`config.mk`:
```
export PLATFORM = sky130hd
export DESIGN_NAME = instr_decode_ctrl
export DESIGN_NICKNAME = d
export VERILOG_FILES = /design/src/rtl/instr_decode_ctrl.sv
export SDC_FILE = /design/constraint.sdc
export NUM_CORES = 1
export LEC_CHECK = 0
export BUFFER_PORTS_ARGS = -buffer_cell sky130_fd_sc_hd__buf_2
export CORE_ASPECT_RATIO = 0.6
export CORE_UTILIZATION = 40
export CTS_CLUSTER_DIAMETER = 50
export DETAILED_ROUTE_END_ITERATION = 10
export GPL_ROUTABILITY_DRIVEN = 0
export PLACE_DENSITY = 0.68
export SETUP_SLACK_MARGIN = 0.02
export SLEW_MARGIN = 20
export SYNTH_ARGS = -nofsm -noshare
export SYNTH_HDL_FRONTEND = slang
export SYNTH_SLANG_ARGS = --single-unit
```
`constraint.sdc`:
```
create_clock -name clk -period 6.7 [get_ports clk]
set_input_delay 1.675 -clock clk [delete_from_list [all_inputs] [get_ports clk]]
set_output_delay 1.675 -clock clk [all_outputs]
set_load 0.01 [all_outputs]
```
`src/rtl/instr_decode_ctrl.sv`:
```
`default_nettype none
// ============================================================================
//  Module   : instr_decode_ctrl
//  Brief    : Multi-cycle fetch / decode / execute / write-back controller for
//             a 16-bit instruction set. Sequences an external instruction
//             memory, register file and ALU, and latches processor flags.
//  Option   : CTRL_HALT_ON_ILLEGAL_EN - when defined, an unsupported
//             instruction parks the controller in HALT until reset; otherwise
//             it is retired as a NOP.
//  Revision : 1.0  initial release
// ============================================================================
module instr_decode_ctrl #(
    parameter int              PC_W     = 16,
    parameter logic [PC_W-1:0] RESET_PC = 16'h0000
) (
    input  logic            clk,
    input  logic            reset,
    output logic            imem_req,
    output logic [PC_W-1:0] imem_addr,
    input  logic            imem_ack,
    input  logic [15:0]     imem_rdata,
    output logic [3:0]      rf_addr_a,
    output logic [3:0]      rf_addr_b,
    input  logic [15:0]     rf_data_a,
    input  logic [15:0]     rf_data_b,
    output logic [15:0]     alu_a,
    output logic [15:0]     alu_b,
    output logic [7:0]      alu_op,
    input  logic [15:0]     alu_c,
    input  logic [4:0]      alu_flags,
    output logic            rf_wr_en,
    output logic [3:0]      rf_wr_addr,
    output logic [15:0]     rf_wr_data,
    output logic [4:0]      psr,
    output logic            unsupported,
    output logic            halted
);

    localparam logic [2:0] c_fetch     = 3'd0;
    localparam logic [2:0] c_decode    = 3'd1;
    localparam logic [2:0] c_execute   = 3'd2;
    localparam logic [2:0] c_writeback = 3'd3;
    localparam logic [2:0] c_halt      = 3'd4;

    localparam logic [PC_W-1:0] c_pc_one = {{(PC_W-1){1'b0}}, 1'b1};

`ifdef CTRL_HALT_ON_ILLEGAL_EN
    localparam logic c_halt_en = 1'b1;
`else
    localparam logic c_halt_en = 1'b0;
`endif

    logic [2:0]      r_state;
    logic [2:0]      w_next;
    logic [PC_W-1:0] r_pc;
    logic [15:0]     r_ir;
    logic [15:0]     r_op_a;
    logic [15:0]     r_op_b;
    logic [15:0]     r_res;
    logic [4:0]      r_flags;
    logic [4:0]      r_psr;
    logic            r_wr_en;
    logic            r_unsup;
    logic            r_halted;
    logic            r_live;

    logic [3:0]      w_eff_op;
    logic            w_unsup;
    logic            w_writes;
    logic            w_flag_op;
    logic            w_reg_src;
    logic            w_stop;

    // Instruction classification from the instruction register.
    assign w_eff_op  = (r_ir[15:12] == 4'b0000) ? r_ir[7:4] : r_ir[15:12];
    assign w_unsup   = (r_ir[15:12] == 4'b0100) || (r_ir[15:12] == 4'b1100);
    assign w_writes  = !w_unsup && (w_eff_op != 4'b1011);
    assign w_flag_op = (w_eff_op == 4'b0101) || (w_eff_op == 4'b1001) ||
                       (w_eff_op == 4'b1011);
    assign w_reg_src = (r_ir[15:12] == 4'b0000) || (r_ir[15:12] == 4'b1000);
    assign w_stop    = w_unsup && c_halt_en;

    // Datapath-facing outputs.
    assign imem_addr   = r_pc;
    assign rf_addr_a   = r_ir[11:8];
    assign rf_addr_b   = r_ir[3:0];
    assign alu_a       = r_op_a;
    assign alu_b       = w_reg_src ? r_op_b : {8'h00, r_ir[7:0]};
    assign rf_wr_en    = r_wr_en;
    assign rf_wr_addr  = r_ir[11:8];
    assign rf_wr_data  = r_res;
    assign psr         = r_psr;
    assign unsupported = r_unsup;
    assign halted      = r_halted;

    // State register.
    always_ff @(posedge clk or posedge reset) begin
        if (reset) begin
            r_state <= c_fetch;
        end else begin
            r_state <= w_next;
        end
    end

    // Next-state logic; HALT is only entered when the halt option is built in.
    always_comb begin
        w_next = r_state;
        case (r_state)
            c_fetch:     if (imem_req && imem_ack) w_next = c_decode;
            c_decode:    w_next = c_execute;
            c_execute:   w_next = c_writeback;
            c_writeback: w_next = w_stop ? c_halt : c_fetch;
            c_halt:      w_next = c_halt;
            default:     w_next = c_fetch;
        endcase
    end

    // Per-state combinational outputs; the fetch request waits for the first
    // clock after reset so it can drop immediately when reset asserts.
    always_comb begin
        imem_req = 1'b0;
        alu_op   = 8'h00;
        case (r_state)
            c_fetch:   imem_req = r_live;
            c_execute: alu_op   = {r_ir[15:12], r_ir[7:4]};
            default:   ;
        endcase
    end

    // Instruction register and operand / result capture.
    always_ff @(posedge clk or posedge reset) begin
        if (reset) begin
            r_live  <= 1'b0;
            r_ir    <= 16'h0000;
            r_op_a  <= 16'h0000;
            r_op_b  <= 16'h0000;
            r_res   <= 16'h0000;
            r_flags <= 5'b00000;
        end else begin
            r_live <= 1'b1;
            if (imem_req && imem_ack) begin
                r_ir <= imem_rdata;
            end
            if (r_state == c_decode) begin
                r_op_a <= rf_data_a;
                r_op_b <= rf_data_b;
            end
            if (r_state == c_execute) begin
                r_res   <= alu_c;
                r_flags <= alu_flags;
            end
        end
    end

    // Write-back strobes: registered so they are exactly one WRITEBACK cycle wide.
    always_ff @(posedge clk or posedge reset) begin
        if (reset) begin
            r_wr_en  <= 1'b0;
            r_unsup  <= 1'b0;
            r_halted <= 1'b0;
        end else begin
            r_wr_en  <= (r_state == c_execute) && w_writes;
            r_unsup  <= (r_state == c_execute) && w_unsup;
            r_halted <= (w_next == c_halt);
        end
    end

    // Program counter and status flags retire at the end of WRITEBACK.
    always_ff @(posedge clk or posedge reset) begin
        if (reset) begin
            r_pc  <= RESET_PC;
            r_psr <= 5'b00000;
        end else if (r_state == c_writeback) begin
            if (w_flag_op) begin
                r_psr <= r_flags;
            end
            if (!w_stop) begin
                r_pc <= r_pc + c_pc_one;
            end
        end
    end

endmodule
`default_nettype wire

```
# Yosys cells after proc, flatten, opt, wreduce, memory -nomap -nowiden
# Index checks and enable logic that the tools add are counted.
dict set report totals {
  reg_bits 97
  inputBits 72
  wordCells 43
}
dict set report classes {
  n_addsub 1
  eq_ne 12
  n_mux 6
  reduce_logical 12
}
# cell count
set op_table {}
lappend op_table {{$add A16 B1 Y16 const B} 1}
lappend op_table {{$eq A4 B4 Y1 const B} 4}
lappend op_table {{$mux W16} 1}
lappend op_table {{$pmux W3 S4} 1}
lappend op_table {{$eq A4 B3 Y1 const B} 2}
lappend op_table {{$mux W8} 1}
lappend op_table {{$eq A3 B2 Y1 const B} 2}
lappend op_table {{$eq A3 B3 Y1 const B} 2}
lappend op_table {{$logic_and A1 B1 Y1} 4}
lappend op_table {{$logic_not A4 Y1} 1}
lappend op_table {{$logic_or A1 B1 Y1} 4}
lappend op_table {{$mux W4} 1}
lappend op_table {{$ne A4 B4 Y1 const B} 1}
lappend op_table {{$eq A3 B1 Y1 const B} 1}
lappend op_table {{$logic_not A3 Y1} 1}
lappend op_table {{$mux W3} 1}
lappend op_table {{$reduce_and A2 Y1} 1}
lappend op_table {{$logic_not A1 Y1} 1}
lappend op_table {{$mux W1} 1}

# Logic depth before layout (Yosys ltp)
# Gate-level depths: netlist of the first run.
dict set report logic_depth {
  ltp_word 6
  ltp_mapped 5
  mapped_depth_nobuf 5
}

# Least setup slack after synthesis of the first run
# Ideal clock, no wire load.
dict set report synth_path {
  kind {register to output}
  start {register r_ir[13]}
  end {output port alu_b[6]}
  t_arrival_ns 1.451
  required_ns 5.025
  slack_ns 3.574
  stages_incl_launch_ff 5
  path_buffers 2
  cell_sequence {dfrtp_1 buf_2 nor3_2 buf_2 mux2_2}
}
dict set report synth_between {
  elab_chain_cells 3
}
# item line_no
set synth_rtl {}
lappend synth_rtl {{from (decl)} 56} ;# logic [15:0] r_ir;
lappend synth_rtl {{from (signal assigned)} 142} ;# r_ir <= imem_rdata;
lappend synth_rtl {{$eq A4 B4 Y1 or $logic_not A4 Y1 (tied branches)} 80} ;# assign w_reg_src = (r_ir[15:12] == 4'b0000) || (r_ir[15:12] == 4'b1000);
lappend synth_rtl {{$logic_or A1 B1 Y1 *} 80}
lappend synth_rtl {{$mux W16 *} 88} ;# assign alu_b = w_reg_src ? r_op_b : {8'h00, r_ir[7:0]};
lappend synth_rtl {{to (decl)} 27} ;# output logic [15:0] alu_b,
# Mark *: on every way between the ends. The rest lies on a longest branch, timed or not.

# Worst setup path after layout of the first run
dict set report layout_path {
  start {register r_ir[13]}
  end {output port alu_b[1]}
}
# The elaborated chain is that of the path after synthesis.

==> qor.csv, run 1 <==
metric,value,unit
core,10100,sq um
arrival,2.00,ns
antenna_found_initial,0,
critical_path_class,reg2out,
synth.distinct_cells,37,
p_int,1.70,mW
area.sequential,2430,sq um
post-place-ws,3.08,ns
root_buffer,clkbuf_16,
gr-usage-all-layers,0.165,
drt-initial-drc-count,51,
r2r_start,r_state[0]$_DFF_PP0_,
synth_area,4230,sq um
p_sw_frac,0.333,
ioPinCount,165,
cap_viol_max_count,0,
cp-end-kind,output pin,
setup_tns,0,ns
multi_input_area,1630,sq um
yosysTopAreaCell,dfrtp_1,
overflow,0,
drtAntennaViolNets,0,
final_common_cell,buf_2,
hold_ws,0.467,ns
power_leakage,2.69,nW
slew_headroom,0.517,
holdBufCountCts,0,
postCtsResizedCells,0,
initial_core_util,0.421,
numPlacedInstances,570,
hold_viol,0,
synthesis.nets,365,
outcome,"complete, no violations",
die_x,135,microns
setup_slack,3.02,ns
ir_drop,0.233,mV
worst_slew_pin_slew,0.725,ns
maxSlewViolCount,0,
p_clk_frac,0.203,
syn_area_per_cell,14.5,sq um
drc,0,
crit_required,5.03,ns
die_h,81.7,microns
dr.pass1.iters,4,
setup_viol,0,
dp_hpwl,6430,microns
grt_max_degree,59,
hp-start,imem_addr[15]$_DFFE_PP0P_,
yosysWarningCount,0,
cts_sinks,97,
clk_path_buf_depth,2,
cts.reportedPaths.clkPinSlew,0.06,ns
syn_inst,292,
fmax,272,MHz
grt_first_pass_wirelength,13800,microns
viasPerCell,4.66,
cts_tree,yes,
cp_max_fo,16,
power.net_switching,850,uW
netlist_top_cells_area,"dfrtp_1 57%, mux2_2 19%, mux2_4 3.2%, and2_1 2.5%, xnor2_1 2.5%",
power_frac_seq,0.405,
layoutNonFillerInstCount,586,
power_frac_comb,0.392,
htree_levels,3,
start_kind,flop,
rrSetupSlack,4.74,ns
min_path_type,reg2reg,
final_net_count,519,
n_fill_cell,846,
num_antenna_cells,0,
clock_latency,0.33,ns
power_density,474,nW/um^2
drive_above_1_share,0.612,
final_util,0.535,
wl_per_cell,14.7,microns
numCtsBuffers,9,
routed_wirelength,8640,microns
vias,2729,
startpoint,r_ir[13]$_DFFE_PP0P_,
grt_pass1_vias,2750,
rsz0062_at_grt,no,
row_count,28,
syn2layout_area_growth,27.3,%
yosysSeqAreaShare,0.574,
timing.final.crit_share,0.549,
min_period,3.68,ns
post-cts-setup-buffer-count,0,
synth_top_area_frac,0.574,
dieArea,11000,sq um
port_buffers,164,
fin_skew,0.00342,ns
final_cell_mix,"164 x buf_2, 97 x dfrtp_1, 73 x mux2_2",
yosys_register_bits,97,
cell type report:
cell class | count | share of cell area
clock buffer | 12 | 0.0476
inverter | 2 | 0.00186
timing repair buffer | 167 | 0.157
sequential | 97 | 0.451
multi-input combinational | 169 | 0.302
tap | 135 | 0.0314
clock inverter | 4 | 0.00953
cell usage after synthesis (all sizes together):
| library cell | n |
|---|---|
| nand3 | 4 |
| o21bai | 1 |
| xor2 | 4 |
| inv | 2 |
| and3 | 2 |
| and4 | 2 |
| and3b | 1 |
| nand2 | 11 |
| nor2 | 5 |
| a21oi | 1 |
| clkbuf | 1 |
| nor3 | 3 |
| a41oi | 1 |
| and2 | 17 |
| buf | 23 |
| nand4 | 5 |
| nor4 | 1 |
| xnor2 | 12 |
| mux2 | 82 |
| conb | 1 |
| dfrtp | 97 |
| ha | 1 |
| nand3b | 1 |
| or2 | 1 |
| o21ai | 3 |
| nor4b | 4 |
| nor3b | 5 |
| nand2b | 1 |
critical path: stages, from the launching register on:
cell and delay (ns):
dfrtp_1 0.50, nor3_4 0.61, mux2_2 0.41, buf_2 0.14
cell families (layout without fill, tap and decap cells):
family          after synthesis  in the layout  synth area share
compound gates                6              6            0.0112
other cells                   1              1          0.000886
simple gates                 63             63             0.106
buf+inv                      26            185            0.0458
fa+ha+maj                     1              1           0.00296
mux                          82             82             0.226
flops                        97             97             0.574
xor+xnor                     16             16            0.0331
path summary, 6_finish.rpt:
| path | end | cells past startpoint |
|---|---|---|
| max | alu_b[1] | 3 |
| min | imem_addr[15]$_DFFE_PP0P_ | 1 |
| max reg2reg | r_op_b[1]$_DFFE_PP0P_ | 3 |
| min reg2reg | imem_addr[15]$_DFFE_PP0P_ | 1 |
| max in group asynchronous | r_flags[4]$_DFFE_PP0P_ | 3 |
| min in group asynchronous | alu_a[3]$_DFFE_PP0P_ | 2 |
power groups by stage:
stage / sequential (mW) / combinational [mW] / clock [mW]
global route: 1.08 / 1.09 / 0.561
global placement: 1.03 / 0.991 / 0
floorplan: 1.04 / 0.711 / 0
finish: 1.03 / 1.00 / 0.517
detailed placement: 1.04 / 1.02 / 0
CTS: 1.04 / 1.02 / 0.535
flip-flops by register name, summed over array words and instances, names as in the netlist:
| name | count |
|---|---|
| psr | 5 |
| imem_addr | 16 |
| r_ir | 16 |
| r_op_b | 16 |
| rf_wr_en | 1 |
| r_state | 3 |
| r_flags | 5 |
| rf_wr_data | 16 |
| halted | 1 |
| alu_a | 16 |
| r_live | 1 |
| unsupported | 1 |
per-layer routing:
layer	vias up	wire (microns)	track usage	share of wire
li1	1309	-	-	-
met5	-	0	0	0
met2	116	3830	0.260	0.44
met4	0	99	0.0517	0.011
met1	1294	3790	0.204	0.44
met3	10	930	0.0765	0.11
through the flow:
step | total power [mW] | cell area, sq um
final | 2.55 | 5380
after CTS | 2.59 | 5380
after floorplan | 1.75 | 4230
after detailed placement | 2.06 | 5070
after global placement | 2.02 | 5070
after global routing | 2.73 | 5380
No activity file was read; power rests on OpenSTA's default activity.
==> run 2: changes to the inputs <==
--- a/config.mk
+++ b/config.mk
@@ -5,13 +5,14 @@
 export SDC_FILE = /design/constraint.sdc
 export NUM_CORES = 1
 export LEC_CHECK = 0
+export ABC_AREA = 1
 export BUFFER_PORTS_ARGS = -buffer_cell sky130_fd_sc_hd__buf_2
 export CORE_ASPECT_RATIO = 0.6
 export CORE_UTILIZATION = 40
 export CTS_CLUSTER_DIAMETER = 50
 export DETAILED_ROUTE_END_ITERATION = 10
 export GPL_ROUTABILITY_DRIVEN = 0
-export PLACE_DENSITY = 0.68
+export PLACE_DENSITY = 0.7
 export SETUP_SLACK_MARGIN = 0.02
 export SLEW_MARGIN = 20
 export SYNTH_ARGS = -nofsm -noshare
==> constraint.sdc (replaced) <==
create_clock -name clk -period 3.05 [get_ports clk]
set_input_delay 0.7625 -clock clk [delete_from_list [all_inputs] [get_ports clk]]
set_output_delay 0.7625 -clock clk [all_outputs]
set_load 0.01 [all_outputs]
==> qor.csv, run 2 <==
metric,value,unit,change
outcome,"complete, no violations",,unchanged
post-place-ws,0.887,ns,was 3.08 ns
syn2layout_area_growth,28.4,%,was 27.3%
setup_slack,0.537,ns,was 3.02 ns
hp-start,rf_wr_data[6]$_DFFE_PP0P_,,was imem_addr[15]$_DFFE_PP0P_
cp_max_fo,23,,was 16
synth_edf_count,0,,unchanged
ioPinCount,165,,unchanged
drive_above_1_share,0.357,,was 0.612
synthesis.nets,526,,was 365
hold_depth,2,,was 1
placed_cell_area,5080,sq um,was 5070 sq um
netlist_top_cells_area,"dfrtp_1 58%, nand2_1 11%, mux2_2 5.7%, nor2_1 5.3%, inv_1 4.2%",,"was dfrtp_1 57%, mux2_2 19%, mux2_4 3.2%, and2_1 2.5%, xnor2_1 2.5%"
setup_tns,0,ns,unchanged
final_net_count,681,,was 519
whs_endpoint,rf_wr_data[6]$_DFFE_PP0P_,,was imem_addr[15]$_DFFE_PP0P_
overflow,0,,unchanged
clock_latency,0.34,ns,was 0.33 ns
yosys_register_bits,97,,unchanged
viasPerCell,4.53,,was 4.66
gr-usage-all-layers,0.181,,was 0.165
crit_required,2.29,ns,was 5.03 ns
port_buffers,164,,unchanged
cp-end-kind,output pin,,unchanged
yosysTopAreaCell,dfrtp_1,,unchanged
timing.final.crit_share,0.824,,
power_frac_comb,0.388,,was 0.392
worst_slew_pin_slew,0.746,ns,was 0.725 ns
holdBufCountCts,0,,unchanged
arrival,1.75,ns,was 2.00 ns
routed_wirelength,9170,microns,was 8640 microns
yosysWarningCount,0,,unchanged
rrSetupSlack,1.29,ns,was 4.74 ns
synth_top_area_frac,0.581,,was 0.574
root_buffer,clkbuf_16,,unchanged
min_period,2.51,ns,
dp_hpwl,7010,microns,was 6430 microns
wl_per_cell,12.3,microns,was 14.7 microns
final_common_cell,buf_2,,unchanged
layoutNonFillerInstCount,748,,was 586
final_cell_mix,"164 x buf_2, 119 x nand2_1, 97 x dfrtp_1",,"was 164 x buf_2, 97 x dfrtp_1, 73 x mux2_2"
vias,3391,,was 2729
htree_levels,3,,unchanged
yosysSeqAreaShare,0.581,,was 0.574
ir_drop,0.467,mV,was 0.233 mV
rsz0062_at_grt,no,,unchanged
power_leakage,2.99,nW,was 2.69 nW
power.net_switching,2.00,mW,was 850 uW
syn_area_per_cell,9.23,sq um,was 14.5 sq um
die_x,134,microns,was 135 microns
yosysMostFrequentCell,nand2_1,,was dfrtp_1
maxSlewViolCount,0,,unchanged
p_sw_frac,0.381,,was 0.333
r2r_cells,8,,was 3
cts_tree,yes,,unchanged
synth_area,4180,sq um,was 4230 sq um
final_area,5370,sq um,was 5380 sq um
worst_r2r_endpoint,psr[3]$_DFFE_PP0P_,,was r_op_b[1]$_DFFE_PP0P_
syn_inst,453,,was 292
setup_viol,0,,unchanged
grt_pass1_vias,3213,,was 2750
hold_ws,0.465,ns,was 0.467 ns
drt-initial-drc-count,141,,was 51
dieArea,10900,sq um,was 11000 sq um
drtAntennaViolNets,0,,unchanged
die_h,81.2,microns,was 81.7 microns
numPlacedInstances,732,,was 570
post-cts-setup-buffer-count,0,,unchanged
num_antenna_cells,0,,unchanged
synth.distinct_cells,27,,was 37
row_count,28,,unchanged
cts_sinks,97,,unchanged
p_clk_frac,0.204,,was 0.203
synthArstFlopShare,1.00,,unchanged
r2r_start,r_ir[12]$_DFFE_PP0P_,,was r_state[0]$_DFF_PP0_
antenna_found_initial,0,,unchanged
cap_viol_max_count,0,,unchanged
synthTopCellsByCount,"119 x nand2_1, 97 x dfrtp_1, 59 x nor2_1",,"was 97 x dfrtp_1, 73 x mux2_2, 17 x and2_1"
core,10000,sq um,was 10100 sq um
postCtsResizedCells,0,,unchanged
fmax,398,MHz,
final_util,0.536,,was 0.535
critical_path_class,reg2out,,unchanged
initial_core_util,0.417,,was 0.421
grt_first_pass_wirelength,15000,microns,was 13800 microns
hold_viol,0,,unchanged
dr.pass1.iters,4,,unchanged
start_kind,flop,,unchanged
cts.reportedPaths.clkPinSlew,0.07,ns,was 0.06 ns
power_frac_seq,0.408,,was 0.405
drc,0,,unchanged
p_int,3.24,mW,was 1.70 mW
slew_headroom,0.502,,was 0.517
grt_max_degree,39,,was 59
min_path_type,reg2reg,,unchanged
clk_path_buf_depth,2,,unchanged
synth_ff_type,dfrtp_1,,unchanged
numCtsBuffers,9,,unchanged
fin_skew,0.00758,ns,was 0.00342 ns
power,5.24,mW,was 2.55 mW
power_density,977,nW/um^2,was 474 nW/um^2
## run 2: power groups by stage
stage,Sequential [mW],Clock (mW),Combinational [mW]
floorplan,2.24,0,1.27
global placement,2.14,0,2.02
detailed placement,2.16,0,2.07
CTS,2.15,1.12,2.07
global route,2.21,1.17,2.30
finish,2.14,1.07,2.03
## run 2: area by class of cell
class                           instances  area [sq um]
Fill cell                             945          4650
Sequential cell                        97          2430
Multi-Input combinational cell        282          1420
Timing Repair Buffer                  170           878
Clock buffer                            9           225
Inverter                               48           184
Tap cell                              135           169
Clock inverter                          7          60.1
## run 2: worst max-delay path: stages, from the launching register on
cell and delay (ns):
dfrtp_1 0.43, nor3_2 0.16, buf_4 0.27, inv_1 0.26, nor2_1 0.15, buf_2 0.14
## run 2: cell families (layout without fill, tap and decap cells)
kind of cell,after synthesis,count (layout),synth area share
compound gates,37,37,0.0446
xor+xnor,10,10,0.0210
fa+ha+maj,1,1,0.00299
buf+inv,74,234,0.0802
flops,97,97,0.581
mux,24,24,0.0647
other cells,1,1,0.000897
simple gates,209,209,0.205
## run 2: worst max path at each step
stage,from,endpoint,cells after the start
CTS,r_state[0]$_DFF_PP0_,alu_op[0],5
detailed placement,r_state[0]$_DFF_PP0_,alu_op[0],5
global route,r_state[0]$_DFF_PP0_,alu_op[5],5
finish,r_state[0]$_DFF_PP0_,alu_op[0],5
floorplan,r_state[0]$_DFF_PP0_,alu_op[7],4
global placement,r_state[0]$_DFF_PP0_,alu_op[6],5
## run 2: routing by layer
layer | global-route usage | vias to the layer above | part of all wire
met2 | 0.291 | 126 | 0.44
met4 | 0.0511 | 0 | 0.010
met3 | 0.0674 | 6 | 0.087
li1 | - | 1702 | -
met1 | 0.231 | 1557 | 0.46
met5 | 0 | - | 0
